[config.mk]
export PLATFORM = sky130hd
export DESIGN_NAME = sfifo_wr_arbiter_flat
export DESIGN_NICKNAME = d
export VERILOG_FILES = /design/src/rtl/sfifo_wr_arbiter_if.sv /design/src/rtl/sfifo_wr_arbiter.sv /design/src/flat_wrapper.sv
export SDC_FILE = /design/constraint.sdc
export NUM_CORES = 1
export LEC_CHECK = 0
export CORE_MARGIN = 2
export CORE_UTILIZATION = 25
export CTS_CLUSTER_DIAMETER = 120
export DETAILED_ROUTE_END_ITERATION = 16
export PLACE_DENSITY_LB_ADDON = 0.25
export SLEW_MARGIN = 20
export SYNTH_ARGS = -nofsm -noshare
export SYNTH_HDL_FRONTEND = slang
export SYNTH_SLANG_ARGS = --single-unit
[constraint.sdc]
create_clock -name clk -period 1.58 [get_ports clk]
set_input_delay 0.158 -clock clk [delete_from_list [all_inputs] [get_ports clk]]
set_output_delay 0.158 -clock clk [all_outputs]
set_load 0.01 [all_outputs]
[src/rtl/sfifo_wr_arbiter_if.sv]
// Write-side bundle shared by N producers, the write arbiter and one SFIFO write port.
// The arbiter takes the slave view; the producer/FIFO side takes the master view.
interface sfifo_wr_arbiter_if #(
    parameter int N     = 4,
    parameter int WIDTH = 8
);
    logic [N-1:0]         req_valid;
    logic [N*WIDTH-1:0]   req_data;
    logic [N-1:0]         req_ready;
    logic                 fifo_full;
    logic                 fifo_wr_en;
    logic [WIDTH-1:0]     fifo_data_in;
    logic                 busy;
    logic [$clog2(N)-1:0] grant_id;

    modport master (
        output req_valid, req_data, fifo_full,
        input  req_ready, fifo_wr_en, fifo_data_in, busy, grant_id
    );

    modport slave (
        input  req_valid, req_data, fifo_full,
        output req_ready, fifo_wr_en, fifo_data_in, busy, grant_id
    );
endinterface

[src/rtl/sfifo_wr_arbiter.sv]
// Round-robin burst arbiter steering one of N valid/ready producers onto a FIFO write port.
// A grant lasts up to MAX_BURST beats; an IDLE cycle always separates consecutive grants.
module sfifo_wr_arbiter #(
    parameter int N         = 4,
    parameter int WIDTH     = 8,
    parameter int MAX_BURST = 4
) (
    input  logic             clk,
    input  logic             rst,
    sfifo_wr_arbiter_if.slave bus
);
    localparam int IDW = $clog2(N);
    localparam int CW  = $clog2(MAX_BURST + 1);
    localparam logic [IDW-1:0] LAST_RST = IDW'(N - 1);
    localparam logic [CW-1:0]  CNT_LAST = CW'(MAX_BURST - 1);

    typedef enum logic {IDLE = 1'b0, GRANT = 1'b1} state_t;

    state_t         state, state_nxt;
    logic [IDW-1:0] owner, owner_nxt;
    logic [IDW-1:0] last, last_nxt;
    logic [CW-1:0]  beat_cnt, beat_cnt_nxt;

    logic             own_valid;
    logic [WIDTH-1:0] own_data;
    logic             transfer;
    logic             rr_hit;
    logic [IDW-1:0]   rr_pick;

    // NOTE: sequential state uses non-blocking assignments so every register samples pre-edge values.
    always_ff @(posedge clk or posedge rst) begin
        if (rst) begin
            state    <= IDLE;
            owner    <= '0;
            last     <= LAST_RST;
            beat_cnt <= '0;
        end else begin
            state    <= state_nxt;
            owner    <= owner_nxt;
            last     <= last_nxt;
            beat_cnt <= beat_cnt_nxt;
        end
    end

    // NOTE: every combinational output gets a default before any branch so no latch is inferred.
    always_comb begin
        own_valid = 1'b0;
        own_data  = '0;
        for (int i = 0; i < N; i++) begin
            if (owner == IDW'(i)) begin
                own_valid = bus.req_valid[i];
                own_data  = bus.req_data[i*WIDTH +: WIDTH];
            end
        end
    end

    // Scan last+1, last+2, ... mod N; walking k downwards lets the nearest requester win.
    always_comb begin
        rr_hit  = 1'b0;
        rr_pick = '0;
        for (int k = N; k >= 1; k--) begin
            for (int i = 0; i < N; i++) begin
                if (bus.req_valid[i] && ((int'(last) + k) % N == i)) begin
                    rr_hit  = 1'b1;
                    rr_pick = IDW'(i);
                end
            end
        end
    end

    assign transfer = (state == GRANT) && own_valid && !bus.fifo_full;

    always_comb begin
        state_nxt    = state;
        owner_nxt    = owner;
        last_nxt     = last;
        beat_cnt_nxt = beat_cnt;
        case (state)
            IDLE: begin
                if (rr_hit) begin
                    state_nxt    = GRANT;
                    owner_nxt    = rr_pick;
                    beat_cnt_nxt = '0;
                end
            end
            GRANT: begin
                if (transfer) beat_cnt_nxt = beat_cnt + 1'b1;
                // A full-FIFO stall with valid held keeps the grant and the count.
                if (!own_valid || (transfer && beat_cnt == CNT_LAST)) begin
                    state_nxt = IDLE;
                    last_nxt  = owner;
                end
            end
        endcase
    end

    always_comb begin
        bus.req_ready    = '0;
        bus.fifo_wr_en   = 1'b0;
        bus.fifo_data_in = '0;
        if (state == GRANT) begin
            for (int i = 0; i < N; i++) begin
                if (owner == IDW'(i)) bus.req_ready[i] = !bus.fifo_full;
            end
            bus.fifo_wr_en   = own_valid && !bus.fifo_full;
            bus.fifo_data_in = own_data;
        end
    end

    assign bus.busy     = (state == GRANT);
    assign bus.grant_id = owner;
endmodule

[src/flat_wrapper.sv]
// flat-port wrapper written by rule: the top's interface ports become plain ports
module sfifo_wr_arbiter_flat 
#(
    parameter int N         = 4,
    parameter int WIDTH     = 8,
    parameter int MAX_BURST = 4
)
  (clk, rst, bus_req_valid, bus_req_data, bus_fifo_full, bus_req_ready, bus_fifo_wr_en, bus_fifo_data_in, bus_busy, bus_grant_id);
  sfifo_wr_arbiter_if #(.N(N), .WIDTH(WIDTH)) bus_i ();
  input  logic clk;
  input  logic rst;
  input wire logic [$bits(bus_i.req_valid)-1:0] bus_req_valid;
  input wire logic [$bits(bus_i.req_data)-1:0] bus_req_data;
  input wire logic [$bits(bus_i.fifo_full)-1:0] bus_fifo_full;
  output wire logic [$bits(bus_i.req_ready)-1:0] bus_req_ready;
  output wire logic [$bits(bus_i.fifo_wr_en)-1:0] bus_fifo_wr_en;
  output wire logic [$bits(bus_i.fifo_data_in)-1:0] bus_fifo_data_in;
  output wire logic [$bits(bus_i.busy)-1:0] bus_busy;
  output wire logic [$bits(bus_i.grant_id)-1:0] bus_grant_id;
  assign bus_i.req_valid = bus_req_valid;
  assign bus_i.req_data = bus_req_data;
  assign bus_i.fifo_full = bus_fifo_full;
  assign bus_req_ready = bus_i.req_ready;
  assign bus_fifo_wr_en = bus_i.fifo_wr_en;
  assign bus_fifo_data_in = bus_i.fifo_data_in;
  assign bus_busy = bus_i.busy;
  assign bus_grant_id = bus_i.grant_id;
  sfifo_wr_arbiter #(.N(N), .WIDTH(WIDTH), .MAX_BURST(MAX_BURST)) u_core (.clk(clk), .rst(rst), .bus(bus_i));
endmodule
# After elaboration in Yosys (flattened, before gate mapping)

Cells that the tools add are included.

Bitwise operators: 5
Reductions and logical operators: 35
Multiplexer cells: 52
Add/sub/neg operators: 5
Equal/unequal tests: 18

Operator list:

| operator            | count |
|---|---|
| $logic_not 32->1    | 4 |
| $mux 8              | 5 |
| $mux 1              | 28 |
| $mux 2              | 14 |
| $eq 3x3->1 const B  | 8 |
| $logic_and 1x1->1   | 20 |
| $eq 3x2->1 const B  | 5 |
| $reduce_or 2->1     | 4 |
| $mux 3              | 2 |
| $pmux 3 s2          | 1 |
| $reduce_and 2->1    | 3 |
| $add 2x1->2 const B | 2 |
| $add 2x2->2 const B | 2 |
| $and 1x1->1 const A | 4 |
| $eq 2x2->1 const B  | 2 |
| $mux 4              | 1 |
| $add 3x1->3 const B | 1 |
| $eq 2x1->1 const B  | 1 |
| $logic_not 1->1     | 2 |
| $logic_not 2->1     | 1 |
| $ne 2x1->1 const B  | 1 |
| $ne 2x2->1 const B  | 1 |
| $pmux 1 s2          | 1 |
| $logic_or 1x1->1    | 1 |
| $not 1->1           | 1 |

Input bits: 39
Output and inout bits: 16
Flip-flop bits (word level): 8

# Longest topological paths before layout

Gate-level depths: netlist of run 1.

Depth after elaboration: 23
Gate-level depth with buffers: 6
Gate-level depth less buffers: 6

# Worst setup path before layout of run 1

OpenSTA, ideal clock, no wires.

Path kind: reg2out
From: register u_core.owner[0], in the netlist u_core.bus.grant_id[0]
To: output bus_fifo_data_in[0]
Arrival: 1.378 ns
Stages on the path, launching flop included: 4
Setup slack: 0.044 ns
Cells stage by stage: dfrtp_1 > buf_4 > mux4_2 > and2_1

Cells in the longest elaborated chain, start to end: 6

RTL lines:

| what                   | RTL line                | text |
|---|---|---|
| from (decl)            | sfifo_wr_arbiter.sv:20  | `logic [IDW-1:0] owner, owner_nxt;` |
| from (signal assigned) | sfifo_wr_arbiter.sv:39  | `owner <= owner_nxt;` |
| $logic_not 2->1        | sfifo_wr_arbiter.sv:50  | `if (owner == IDW'(i)) begin` |
| $mux 8 (3 in series)   | sfifo_wr_arbiter.sv:50  |  |
| $mux 8 *               | sfifo_wr_arbiter.sv:50  |  |
| $mux 8 *               | sfifo_wr_arbiter.sv:101 | `if (state == GRANT) begin` |
| to (decl)              | flat_wrapper.sv:17      | `output wire logic [$bits(bus_i.fifo_data_in)-1:0] bus_fifo_data_in;` |

Every way passes the cells marked *; elsewhere a longest branch is shown, timed or not.

# Worst setup path after layout of run 1

From: register u_core.owner[0], in the netlist u_core.bus.grant_id[0]
To: output bus_fifo_data_in[5]

Same word-level chain as after synthesis.

==> out/results.ini, run 1 <==
[global_routing]
grt_pass1_wl_um = 3920
grt_pass1_vias = 835
gr-total-overflow = 0
antenna_found_initial = 0
grt_max_degree = 17
grt_usage_pct = 14.5

[place]
dp_hpwl_um = 2060
gp_congestion = 0.866
port_buffers = 54

[critical_path]
cp_slowest_cell = mux4_2
cp_slowest_stage_delay_ns = 0.50
worstPathArrival_ns = 1.58
end_kind = output pin
start_kind = register
crit_path_cell_trace = buf_12, mux4_2, and2_4, buf_6
required_ns = 1.42
crit_fanout = 7
critPathKind = reg2out

[synthesis]
syn_nets = 120
synth_flop_cell = dfrtp_1
synthesis.area_um2 = 792
synth_seq_cells = 8
synthCells = 79
synth_seq_area_share_pct = 25.6
synth_edf_count = 0
synth_cell_type_count = 30
avgSynthCellArea_um2 = 10.0
yosysWarnings = 0
async_reset_ff_share_pct = 100

[run_status]
status = finished, violations left
violations = setup timing

[route]
wl_met3_um = 369
ant_nets = 0
m1WireLength_um = 1030
via_count = 907
drtIter0Drc = 15
via_per_inst = 4.65
drtPass1Iterations = 4
routedWlPerCell_um = 13.7
met2_length_um = 1260
drc = 0
totalWireLength_um = 2680
highest_layer = met4

[clock_tree]
cts_sinks = 8
cts_tree = built
cts_root_buf = clkbuf_4
clk_pin_slew_ns = 0.06
cts_buffers = 3
htreeDepth = 1
clockBufferDepth = 2
postCtsHoldBufs = 0
clk_latency_ns = 0.26

[final_layout]
drive_above_1_share_pct = 38.4
fillCellCount = 287
diodes = 0
nets = 193
final_cell_mix = clkdlybuf4s50_1, buf_4, buf_6, mux4_2, nand2_1
fin_util_pct = 51.9
syn_to_final_growth_pct = 98.3
layout_commonest_cell = clkdlybuf4s50_1

[timing]
worst_slew_pin_slew_ns = 0.318
period_minus_slack_ns = 1.74
max_slew_margin_pct = 78.8
finalSetupTns_ns = -1.18
hold_viol = 0
fmax_mhz = 576
fin_ws_ns = -0.157
report.final.slew_viol_count = 0
rsz0062_at_grt = yes
setup_viol = 10
period_share_pct = 110
worst_clock_skew_ns = 0.00117

[power]
peakVddDrop_v = 0.000666
p_leak_nw = 0.684
p_per_area_nw_per_um2 = 1550

[die]
ios = 55
dieHeight_um = 60.3
die_area_um2 = 3630
placementRows = 20
start_util_pct = 26.2
die_w_um = 60.3
core_area_um2 = 3030

[run]
max_cap_violations = 0

[worst_hold_path]
min_path_type = in2async

==> registers in the layout, summed over array words and instances (netlist names) <==
register	count
u_core.beat_cnt	3
u_core.bus.busy	1
u_core.bus.grant_id	2
u_core.last	2
==> stage by stage <==
stage	setup WS (ns)	instances	hold slack, ns	cell area [um^2]	total power [mW]
2_1_floorplan	0.0439	79	-0.0278	792	1.27
3_3_place_gp	-0.256	185	0.422	1470	2.02
3_5_place_dp	-0.271	185	0.435	1470	2.05
4_1_cts	-0.209	192	0.149	1480	2.21
5_1_grt	-0.219	195	0.184	1570	2.62
6_report	-0.157	195	0.138	1570	2.44
==> final timing paths <==
| path | startpoint | end | slack, ns | cells past startpoint |
|---|---|---|---|---|
| min in group clk | u_core.beat_cnt[0] | u_core.beat_cnt[0] | 0.49 | 1 |
| hold / removal | rst | u_core.beat_cnt[0] | 0.14 | 2 |
| setup / recovery | u_core.bus.grant_id[0] | bus_fifo_data_in[5] | -0.16 | 4 |
| hold reg to reg | u_core.beat_cnt[0] | u_core.beat_cnt[0] | 0.49 | 1 |
| setup reg to reg | u_core.bus.grant_id[0] | u_core.last[0] | -0.01 | 6 |
| max in group asynchronous | rst | u_core.last[0] | 1.16 | 2 |
==> cell usage after synthesis (all sizes together) (2+ instances only) <==
master  count  area [um^2]
and2        8         50.1
nand2       7         26.3
inv         7         26.3
dfstp       2         52.6
clkbuf      2         7.51
ha          2         25.0
mux2i       6         60.1
a21oi       2         10.0
dfrtp       6          150
buf         2         12.5
a21boi      2         15.0
nor2        6         22.5
o21ai       3         15.0
o22ai       2         26.3
nand2b      2         12.5
a21o        2         16.3
mux4        8          180
==> cell type report <==
class                   instances  area (um^2)  area share [%]
clock buffers                   4         26.3            1.67
inverters                       7         26.3            1.67
multi-input cells              60          577            36.7
flip-flops and latches          8          205            13.1
well taps                      44         55.1            3.51
repair buffers                 72          681            43.3
==> power breakdown <==
group	switching [mW]	internal [mW]	total, mW
sequential	0.0863	0.314	0.400
combinational	0.724	1.14	1.86
clock	0.0817	0.0974	0.179
==> metal layers <==
layer  vias to the layer above  GRT usage, %
met3                         4          4.11
met1                       418          17.9
met5                         -             0
met2                        52          24.2
li1                        433             -
met4                         0          4.76
==> cells by family (layout without fill, tap and decap cells) <==
| family | after synthesis | in the layout | synth area share [%] |
|---|---|---|---|
| AND/OR/NAND/NOR | 27 | 27 | 17.9 |
| buffers and inverters | 11 | 83 | 5.85 |
| flip-flops | 8 | 8 | 25.6 |
| adder cells (fa/ha/maj) | 2 | 2 | 3.16 |
| multiplexers | 15 | 15 | 31.8 |
| AO/OA/AOI/OAI | 16 | 16 | 15.8 |
==> critical path: cells and delay by family, from the launching register on <==
| family | cells | cell delay (ns) |
|---|---|---|
| AND/OR/NAND/NOR | 1 | 0.16 |
| buffers and inverters | 2 | 0.25 |
| flip-flops | 1 | 0.40 |
| multiplexers | 1 | 0.50 |
==> repair_timing <==
| item | in CTS | in global routing |
|---|---|---|
| endpoints found under the hold margin | 0 | 0 |
| cloned | 0 | 1 |
| setup endpoints to repair | 14 | 14 |
| pin swaps | 9 | 2 |
| resized for setup | 54 | 18 |
| buffers inserted | 3 | 2 |
(Power assumes the default switching activity.)
==> run 2: changes to the inputs <==
MAX_ROUTING_LAYER = met4   (was not set)
PLACE_DENSITY_LB_ADDON = 0.2   (was 0.25)
TNS_END_PERCENT = 5   (was not set)
==> out/results.ini, run 2 (same netlist as run 1, synthesis figures left out) <==
[timing]
fmax_mhz = 575  ; about the same
report.final.slew_viol_count = 0  ; unchanged
worst_clock_skew_ns = 0.00263  ; +0.00146 ns
period_share_pct = 110  ; about the same
setup_viol = 9  ; -1
fin_ws_ns = -0.158  ; -0.000969 ns
period_minus_slack_ns = 1.74  ; +0.000969 ns
worst_slew_pin_slew_ns = 0.296  ; -0.0219 ns
max_slew_margin_pct = 79.9  ; +1.1 points
hold_viol = 0  ; unchanged
rsz0062_at_grt = yes

[die]
die_w_um = 60.3  ; unchanged
core_area_um2 = 3030  ; unchanged
placementRows = 20  ; unchanged
die_area_um2 = 3630  ; unchanged
dieHeight_um = 60.3  ; unchanged
start_util_pct = 26.2  ; unchanged
ios = 55  ; unchanged

[power]
p_per_area_nw_per_um2 = 1480  ; -4.7%
combPwrFrac_pct = 74.4  ; -1.8 points
p_leak_nw = 0.641  ; -6.3%
p_seq_share_pct = 17.7  ; +1.3 points
peakVddDrop_v = 0.000785  ; +18%
netSwitchingPower_mw = 0.831  ; -6.8%
internal_power_mw = 1.37  ; -11%
p_clk_share_pct = 7.9  ; +0.6 points
switching_share_pct = 37.7  ; +1.2 points
finalPower_mw = 2.20  ; -9.7%

[global_routing]
grt_pass1_wl_um = 3850  ; -1.8%
antenna_found_initial = 0  ; unchanged
grt_pass1_vias = 885  ; +6.0%
grt_usage_pct = 14.5  ; -0.065 points
gr-total-overflow = 0  ; unchanged
grt_max_degree = 17  ; unchanged

[clock_tree]
cts_buffers = 3  ; unchanged
cts_sinks = 8  ; unchanged
postCtsHoldBufs = 0  ; unchanged
clockBufferDepth = 2  ; unchanged
cts_tree = built
clk_latency_ns = 0.26  ; about the same
clk_pin_slew_ns = 0.06  ; about the same
htreeDepth = 1  ; unchanged
cts_root_buf = clkbuf_4

[critical_path]
critPathBufInv = 2  ; unchanged
crit_path_cell_trace = buf_12, mux4_2, and2_1, buf_2
end_kind = output pin
required_ns = 1.42  ; about the same
crit_fanout = 6  ; -1
worstPathArrival_ns = 1.58  ; about the same
start_kind = register
critPathKind = reg2out
cp_slowest_stage_delay_ns = 0.50  ; about the same
cp_top_family = multiplexers
cp_slowest_cell = mux4_2

[route]
highest_layer = met4
drtIter0Drc = 15  ; unchanged
via_count = 875  ; -3.5%
totalWireLength_um = 2510  ; -6.6%
via_per_inst = 4.61  ; -0.99%
wl_met3_um = 358  ; -3.0%
m1WireLength_um = 1020  ; -1.3%
drc = 0  ; unchanged
met2_length_um = 1110  ; -12%
drtPass1Iterations = 4  ; unchanged
routedWlPerCell_um = 13.2  ; -4.1%
ant_nets = 0  ; unchanged

[final_layout]
syn_to_final_growth_pct = 88.0
drive_above_1_share_pct = 32.9  ; -5.5 points
diodes = 0  ; unchanged
largest_reg_flops = 3  ; unchanged
regMostFlops = u_core.beat_cnt
nets = 188  ; -2.6%
layout_commonest_cell = clkdlybuf4s50_1
design_area_um2 = 1490  ; -5.2%
final_cell_mix = clkdlybuf4s50_1, buf_4, mux4_2, buf_2, nand2_1

[run_status]
status = finished, violations left
violations = setup timing

[run]
max_cap_violations = 0  ; unchanged

[place]
place_area_um2 = 1460  ; -0.51%
gp_congestion = 0.752  ; -13%
dp_hpwl_um = 2040  ; -1.1%
port_buffers = 54  ; unchanged

[worst_hold_path]
min_path_type = in2async

-- run 2: cell types whose count changed in the layout (fill, tap and decap cells not counted), sizes merged --
cell and change:
buf -8, clkbuf +2, clkdlybuf4s15 +1, clkdlybuf4s50 +1, dlygate4sd2 -1
-- run 2: layer usage --
layer / global-route usage, % / up-vias
met5: - / -
met4: 3.81 / 0
met3: 4.98 / 4
met2: 25.3 / 52
met1: 15.4 / 397
li1: - / 422
-- run 2: cell type report --
type | instances | area (um^2)
fill | 300 | 1540
timing repair buffer | 67 | 626
multi-input combinational | 60 | 552
sequential | 8 | 204
tap | 44 | 55.1
clock buffer | 4 | 26.3
inverter | 7 | 26.3
-- run 2: per-stage QoR --
step / utilization [%] / worst slack, ns / setup TNS, ns / hold WS (ns) / cells
floorplan: - / 0.0439 / 0 / -0.0278 / 79
global placement: 48.3 / -0.246 / -2.79 / 0.420 / 184
global route: 49.2 / -0.211 / -1.85 / 0.176 / 190
detailed placement: 48.3 / -0.253 / -2.80 / 0.419 / 184
finish: 49.2 / -0.158 / -1.30 / 0.136 / 190
CTS: 49.2 / -0.196 / -1.61 / 0.147 / 190
-- run 2: repair_timing --
item	in CTS	in global routing
setup endpoints to repair	13	16
pin swaps	7	1
cloned	1	0
hold endpoints to repair	0	0
gates resized for setup	48	9
setup buffers	1	0
-- run 2: power by group through the flow --
stage          clock network, mW  logic [mW]  registers (mW)
6_report                   0.174        1.64           0.390
5_1_grt                    0.187        1.78           0.409
4_1_cts                    0.175        1.62           0.398
3_5_place_dp                   0        1.65           0.383
3_3_place_gp                   0        1.62           0.380
2_1_floorplan                  0       0.861           0.408
-- run 2: final timing paths --
| path | start | slack (ns) | depth (start not counted) | endpoint |
|---|---|---|---|---|
| min | rst | 0.14 | 2 | u_core.bus.grant_id[1] |
| max | u_core.bus.grant_id[0] | -0.16 | 4 | bus_fifo_data_in[6] |
| min reg2reg | u_core.beat_cnt[0] | 0.50 | 1 | u_core.beat_cnt[0] |
| min in group clk | u_core.beat_cnt[0] | 0.50 | 1 | u_core.beat_cnt[0] |
| max reg2reg | u_core.bus.grant_id[0] | 0.04 | 6 | u_core.bus.busy |
| max in group asynchronous | rst | 1.17 | 2 | u_core.last[0] |
==> run 3: changes to the inputs <==
DONT_BUFFER_PORTS = 1   (was not set)
==> out/results.ini, run 3 (same netlist as run 1, synthesis figures left out) <==
[timing]
max_slew_margin_pct = 78.7  ; -1.1 points
period_share_pct = 103  ; -6.6 points
report.final.slew_viol_count = 0  ; unchanged
setup_viol = 8  ; -1
rsz0062_at_grt = yes
worst_clock_skew_ns = 0.000595  ; -0.00203 ns
hold_viol = 0  ; unchanged
fmax_mhz = 612  ; +6.4%
period_minus_slack_ns = 1.63  ; -0.105 ns
worst_slew_pin_slew_ns = 0.319  ; +0.0224 ns
fin_ws_ns = -0.0534  ; +0.105 ns

[critical_path]
cp_top_family = multiplexers
end_kind = output pin
cp_slowest_stage_delay_ns = 0.50  ; about the same
startpoint = u_core.bus.grant_id[0]
required_ns = 1.42  ; about the same
start_kind = register
critPathKind = reg2out
critPathBufInv = 1  ; -1
r2r-start = u_core.beat_cnt[0]
crit_path_cell_trace = buf_6, mux4_2, and2_4
crit_fanout = 5  ; -1
worstPathArrival_ns = 1.48  ; -0.10 ns
cp_slowest_cell = mux4_2

[run_status]
violations = setup timing
status = finished, violations left

[die]
die_w_um = 60.3  ; unchanged
die_area_um2 = 3630  ; unchanged
dieHeight_um = 60.3  ; unchanged
core_area_um2 = 3030  ; unchanged
start_util_pct = 26.2  ; unchanged
placementRows = 20  ; unchanged
ios = 55  ; unchanged

[power]
peakVddDrop_v = 0.000543  ; -31%
p_per_area_nw_per_um2 = 1930  ; +30%
p_leak_nw = 0.423  ; -34%

[place]
port_buffers = 0  ; -100%
gp_congestion = 0.750  ; -0.32%
preCtsSetupSlack_ns = 0.125  ; +0.378 ns
dp_hpwl_um = 1720  ; -16%

[route]
totalWireLength_um = 1980  ; -21%
drtPass1Iterations = 3  ; -1
drc = 0  ; unchanged
drtIter0Drc = 4  ; -11
routedWlPerCell_um = 14.7  ; +11%
via_per_inst = 4.88  ; +6.0%
ant_nets = 0  ; unchanged
via_count = 659  ; -25%

[global_routing]
grt_pass1_vias = 688  ; -22%
grt_max_degree = 11  ; -6
antenna_found_initial = 0  ; unchanged
gr-total-overflow = 0  ; unchanged
grt_pass1_wl_um = 2880  ; -25%
grt_usage_pct = 11.2  ; -3.2 points

[clock_tree]
clockBufferDepth = 2  ; unchanged
cts_sinks = 8  ; unchanged
cts_tree = built
clk_pin_slew_ns = 0.05  ; about the same
htreeDepth = 1  ; unchanged
clk_latency_ns = 0.25  ; about the same
cts_root_buf = clkbuf_4
cts_buffers = 3  ; unchanged

[final_layout]
diodes = 0  ; unchanged
fin_util_pct = 32.8  ; -16 points
regMostFlops = u_core.beat_cnt
syn_to_final_growth_pct = 25.3
drive_above_1_share_pct = 42.9  ; +10 points
largest_reg_flops = 3  ; unchanged
nets = 134  ; -29%
final_cell_mix = mux4_2, and2_4, buf_4, nand2_1

[worst_hold_path]
min-delay-start = bus_req_valid[2]
min_path_type = in2reg

[run]
max_cap_violations = 0  ; unchanged

[run 3: cell types whose count changed in the layout (fill, tap and decap cells not counted), sizes merged]
cell,delta
buf,-10
clkbuf,-3
clkdlybuf4s15,-1
clkdlybuf4s50,-41
dlygate4sd2,-1
dlygate4sd3,+1
[run 3: worst reg2reg max path, delay by kind of cell (launching register included)]
| family | cells | cell delay (ns) |
|---|---|---|
| adders and majority gates | 2 | 0.38 |
| and+or+nand+nor | 2 | 0.19 |
| muxes | 1 | 0.21 |
| DFF | 1 | 0.39 |
| AOI/OAI and AO/OA | 1 | 0.20 |
[run 3: through the flow]
stage / hold WS (ns) / power, mW / cells / setup TNS, ns / cell area, um^2
5_1_grt: 0.164 / 2.07 / 135 / -1.05 / 992
3_3_place_gp: 0.0194 / 1.58 / 129 / 0 / 902
4_1_cts: 0.147 / 1.94 / 135 / -0.510 / 992
2_1_floorplan: -0.0278 / 1.27 / 79 / 0 / 792
6_report: 0.156 / 1.91 / 135 / -0.377 / 992
3_5_place_dp: 0.0194 / 1.58 / 129 / 0 / 902
[run 3: layout make-up]
| class | instances | area, um^2 |
|---|---|---|
| clock buffers | 3 | 22.5 |
| fillers | 308 | 2040 |
| inverters | 7 | 26.3 |
| multi-input cells | 60 | 571 |
| flip-flops and latches | 8 | 203 |
| well taps | 44 | 55.1 |
| repair buffers | 13 | 115 |
[run 3: per-layer routing]
| layer | GRT usage (%) | wire [um] | vias to the layer above |
|---|---|---|---|
| met4 | 2.86 | 16 | 0 |
| met3 | 3.25 | 241 | 4 |
| met5 | - | 0 | - |
| li1 | - | - | 312 |
| met1 | 13.1 | 831 | 294 |
| met2 | 18.9 | 895 | 49 |
[run 3: path summary, 6_finish.rpt]
check                                         end  slack [ns]  cells past startpoint
setup / recovery              bus_fifo_data_in[1]       -0.05                      3
max in group asynchronous          u_core.last[0]        1.00                      2
setup reg to reg                   u_core.last[0]        0.14                      6
hold reg to reg                u_core.beat_cnt[0]        0.49                      1
min in group asynchronous      u_core.beat_cnt[2]        0.29                      2
hold / removal             u_core.bus.grant_id[0]        0.16                      2
[run 3: where the power goes]
group	switching [mW]	internal (mW)	leakage [nW]
sequential	0.0789	0.310	0.0963
combinational	0.611	0.756	0.312
clock	0.0689	0.0869	0.0138
[run 3: timing repair]
item	CTS	global route
hold buffers	1	0
setup buffers	2	0
setup endpoints to repair	9	9
endpoints found under the hold margin	6	0
pin swaps	9	0
gates resized for setup	15	0
